==> src/rtl/decoder_pkg.sv <==
// Shared constants and helpers for the registered 3-to-8 decoder.
// Default widths live here so the core, interface and top agree.
package decoder_pkg;

  localparam int DEC_IN_W  = 3;
  localparam int DEC_OUT_W = 1 << DEC_IN_W;

  function automatic logic [DEC_OUT_W-1:0] onehot(input logic [DEC_IN_W-1:0] sel);
    onehot = DEC_OUT_W'(1) << sel;
  endfunction

endpackage

==> src/rtl/decoder_if.sv <==
// Select/enable inputs and decoded outputs of the decoder, bundled as one port.
// The master drives en/D; the slave (the decoder) drives Y/valid.
interface decoder_if
  import decoder_pkg::*;
#(
  parameter int IN_W = DEC_IN_W
);

  logic                   en;
  logic [IN_W-1:0]        D;
  logic [(1<<IN_W)-1:0]   Y;
  logic                   valid;

  modport master (output en, output D, input Y, input valid);
  modport slave  (input en, input D, output Y, output valid);

endinterface

==> src/rtl/decoder_core.sv <==
// Purely combinational binary-to-one-hot core; bit i is set iff d_i == i.
// No clock, so it can be dropped into unregistered contexts as-is.
module decoder_core
  import decoder_pkg::*;
#(
  parameter int IN_W = DEC_IN_W
) (
  input  logic [IN_W-1:0]      d_i,
  output logic [(1<<IN_W)-1:0] onehot_o
);

  localparam int OUT_W = 1 << IN_W;

  for (genvar gi = 0; gi < OUT_W; gi++) begin : g_bit
    assign onehot_o[gi] = (d_i == IN_W'(gi));
  end

endmodule

==> src/rtl/decoder_3x8.sv <==
// Registered one-hot (or one-cold) decoder with enable gating and a valid flag.
// Y and valid are the only state; both clear asynchronously to the idle pattern.
module decoder_3x8
  import decoder_pkg::*;
#(
  parameter int IN_W       = DEC_IN_W,
  parameter bit ACTIVE_LOW = 1'b0
) (
  input  logic      clk,
  input  logic      rst,
  decoder_if.slave  bus
);

  localparam int OUT_W = 1 << IN_W;
  // XOR mask doubles as the idle pattern: all zeros active-high, all ones active-low.
  localparam logic [OUT_W-1:0] POL_MASK = {OUT_W{ACTIVE_LOW}};

  if (IN_W < 1 || IN_W > 6) begin : g_bad_width
    $fatal(1, "decoder_3x8: IN_W must be in 1..6");
  end

  logic [OUT_W-1:0] onehot;
  logic [OUT_W-1:0] y_d;
  logic [OUT_W-1:0] y_q;
  logic             valid_d;
  logic             valid_q;

  decoder_core #(.IN_W(IN_W)) u_core (
    .d_i      (bus.D),
    .onehot_o (onehot)
  );

  always_comb begin
    y_d     = POL_MASK;
    valid_d = 1'b0;
    if (bus.en) begin
      y_d     = onehot ^ POL_MASK;
      valid_d = 1'b1;
    end
  end

  always_ff @(posedge clk or posedge rst) begin
    if (rst) begin
      y_q     <= POL_MASK;
      valid_q <= 1'b0;
    end else begin
      y_q     <= y_d;
      valid_q <= valid_d;
    end
  end

  assign bus.Y     = y_q;
  assign bus.valid = valid_q;

endmodule

==> src/flat_wrapper.sv <==
// flat-port wrapper written by rule: the top's interface ports become plain ports
module decoder_3x8_flat import decoder_pkg::*;
#(
  parameter int IN_W       = DEC_IN_W,
  parameter bit ACTIVE_LOW = 1'b0
)
  (clk, rst, bus_en, bus_D, bus_Y, bus_valid);
  decoder_if #(.IN_W(IN_W)) bus_i ();
  input  logic clk;
  input  logic rst;
  input wire logic [$bits(bus_i.en)-1:0] bus_en;
  input wire logic [$bits(bus_i.D)-1:0] bus_D;
  output wire logic [$bits(bus_i.Y)-1:0] bus_Y;
  output wire logic [$bits(bus_i.valid)-1:0] bus_valid;
  assign bus_i.en = bus_en;
  assign bus_i.D = bus_D;
  assign bus_Y = bus_i.Y;
  assign bus_valid = bus_i.valid;
  decoder_3x8 #(.IN_W(IN_W), .ACTIVE_LOW(ACTIVE_LOW)) u_core (.clk(clk), .rst(rst), .bus(bus_i));
endmodule
==> config.mk <==
export PLATFORM = sky130hd
export DESIGN_NAME = decoder_3x8_flat
export DESIGN_NICKNAME = d
export VERILOG_FILES = /design/src/rtl/decoder_pkg.sv /design/src/rtl/decoder_if.sv /design/src/rtl/decoder_core.sv /design/src/rtl/decoder_3x8.sv /design/src/flat_wrapper.sv
export SDC_FILE = /design/constraint.sdc
export NUM_CORES = 1
export LEC_CHECK = 0
export ABC_AREA = 1
export CORE_AREA = 2 2 39 41
export CTS_BUF_LIST = sky130_fd_sc_hd__clkbuf_4
export DETAILED_ROUTE_END_ITERATION = 10
export DIE_AREA = 0 0 41 43
export PLACE_DENSITY = 0.63
export SLEW_MARGIN = 40
export SYNTH_ARGS = -nofsm -noshare
export SYNTH_HDL_FRONTEND = slang
export SYNTH_HIERARCHICAL = 1
export SYNTH_SLANG_ARGS = --single-unit
==> constraint.sdc <==
create_clock -name clk -period 0.9 [get_ports clk]
set_clock_uncertainty 0.15 [all_clocks]
set_input_delay 0.18 -clock clk [delete_from_list [all_inputs] [get_ports clk]]
set_output_delay 0.18 -clock clk [all_outputs]
set_load 0.05 [all_outputs]
==> reports/metrics.cfg, run 1 <==
[sta]
fmax_ghz=0.8793
slew_headroom_pct=82.12
slew_violations=0
timing.setup.tns_ns=-2.114
min_period_ns=1.137
hold_violations=0
setup_slack_ns=-0.2372
rsz0062_at_grt=yes
worstMarginPinSlew_ns=0.2683
setup_viol=9
fin_crit_sh_pct=126.4

[synthesis]
yosysSeqAreaShare_pct=64.29
synth_cell_types=6
synthAdderAreaFrac_pct=0
synth_top_area_cell=dfrtp_1
synth_xor_area_share_pct=0
synth-main-ff-cell=dfrtp_1
synth_top_cell_area_share_pct=64.29
synth.area.top_cells=dfrtp_1 64%, nand2_1 13%, inv_1 12%
synth_common_cells=12 x nand2_1, 11 x inv_1, 9 x dfrtp_1
synth_compound_area_share_pct=0
syn_area_um2=350.3
syn_area_per_cell_um2=8.341
yosys.area_share.simple_pct=21.43
synth_top_family_by_area=simple AND/OR/NAND/NOR gates
synth_most_common_cell=nand2_1
synth-edff-count=0
yosys_warnings=6
synth-async-reset-ratio_pct=100.0
synth_nets=48
netlist_instances=42
muxShareOfSynthArea_pct=0
synth_seq_cells=9

[global_routing]
gr-total-overflow=0
grt_max_degree=10
grt_pass1_vias=303
grt_usage_pct=9.146
antenna_found_initial=0
grt_pass1_wl_mm=1.028

[power_and_ir_drop]
p_leak_nw=0.3653
p_seq_share_pct=47.2
clkPwrFrac_pct=35.4
ir_drop_mv=0.5605
swShare_pct=23.58
power.internal_mw=0.6924
combinationalPowerShare_pct=17.4
total_power_mw=0.9060
p_sw_mw=0.2137
cellPowerDensity_nw_per_um2=1390

[die]
die_x_um=41
die-area_um2=1763
boundaryPins=15
initial_core_util_pct=25.32
die_y_um=43
num_rows=14
core_um2=1384

[worst_setup_path]
startpoint_type=register
cp-end-kind=output port
crit_slowest_cell=dfrtp_2
critical_path_class=register to output port
critical_path.max_stage_delay_ns=0.41
critical_path_required_ns=0.57
crit_family=flip-flops
crit_buf_inv=1
worstPathArrival_ns=0.81
path_cells=buf_12
cp_max_fo=1

[cts]
cts_buffer_depth=2
root_buffer=clkbuf_4
cts_sinks=9
numCtsBuffers=3
post-cts-setup-buffer-count=0
clk_pin_slew_ns=0.06
cts_tree=yes
hold_buffers=0
htree_levels=1

[final_layout]
antenna_cells=0
postLayoutCoreUtil_pct=47.11
syn_to_final_growth_pct=86.07
final_layout_size_suffix_gt1_share_pct=40.00
nets=67

[drt]
ant_nets=0
viasPerCell=3.908
drtPass1Iterations=4
drc=0
drt_iter0_drc=6
routed_wirelength_um=583
vias=297
wire_per_inst_um=7.671

[run]
maxCapViolCount=0

[placement]
io_buffer_count=14
place_congestion=0.5905
dp_hpwl_um=502.6
pre_cts_slack_ns=-0.3562

[min_path]
holdCritPathClass=input port to asynchronous set/reset pin

[outcome]
violations=negative setup slack
status=finished, violations left

metrics by stage:
step / instances / instance area [um^2] / hold WS (ns)
after floorplan: 42 / 361.6 / -0.1420
after global placement: 72 / 626.9 / 0.3373
after detailed placement: 72 / 626.9 / 0.3551
after CTS: 76 / 651.9 / 0.08473
after global routing: 76 / 651.9 / 0.1058
final: 76 / 651.9 / 0.08141
tightest hold or removal path: stages:
cell and delay, ns:
clkdlybuf4s50_1 0.40, inv_1 0.10, buf_12 0.13
flip-flops by register name (all words and copies together) (netlist names):
name and count:
u_core/bus.valid 1, u_core/bus.Y 8
logic make-up (layout without fill, tap and decap cells):
logic type / after synthesis / count (layout)
buf+inv: 13 / 31
simple gates: 20 / 20
flops: 9 / 9
path summary, 6_finish.rpt:
kind	startpoint	endpoint	slack (ns)	cells after the start
min	rst	u_core/bus.Y[7]$_DFF_PP0_	0.08	3
max in group asynchronous	rst	u_core/bus.Y[0]$_DFF_PP0_	0.41	3
min in group clk	bus_en	u_core/bus.valid$_DFF_PP0_	0.18	1
max	u_core/bus.Y[0]$_DFF_PP0_	bus_Y[0]	-0.24	1
repair_timing:
item	4_1_cts	5_1_grt
pin swaps	0	0
endpoints found under the setup margin	17	9
gates resized for setup	4	0
power groups by stage:
stage               Combinational (mW)  Clock (mW)  Sequential [mW]
floorplan                       0.0338           0            0.471
global placement                 0.163           0            0.435
detailed placement               0.165           0            0.435
CTS                              0.159       0.335            0.428
global route                     0.171       0.367            0.428
finish                           0.157       0.321            0.427
metal layers:
metal,GRT usage [%],routed length (um),vias to the layer above
li1,-,-,150
met1,7.692,205,134
met2,14.06,303,11
met3,3.665,67,2
met4,10.00,6,0
met5,0,0,-
cells in the final DEF (no fill, tap or decap):
cell type        count
clkbuf_4             4
inv_1               11
buf_12              10
nand2_1             12
dlygate4sd2_1        4
nor2_1               8
inv_2                1
dfrtp_2              9
clkdlybuf4s50_1      1
cell type report:
class | count | area, um^2
clock buffer | 4 | 30.03
fill | 130 | 732.0
inverter | 12 | 45.04
multi-input combinational | 20 | 75.07
sequential | 9 | 236.5
tap | 16 | 20.02
timing repair buffer | 15 | 245.2
Note: power is estimated with default switching activity, not from simulation.
==> inputs of run 2 (changes only) <==
--- a/config.mk
+++ b/config.mk
@@ -10,6 +10,7 @@
 export CTS_BUF_LIST = sky130_fd_sc_hd__clkbuf_4
 export DETAILED_ROUTE_END_ITERATION = 10
 export DIE_AREA = 0 0 41 43
+export HOLD_SLACK_MARGIN = 0.06
 export PLACE_DENSITY = 0.63
 export SLEW_MARGIN = 40
 export SYNTH_ARGS = -nofsm -noshare
==> results of run 2 <==
Final layout, timing and power as in run 1 (identical DEF).
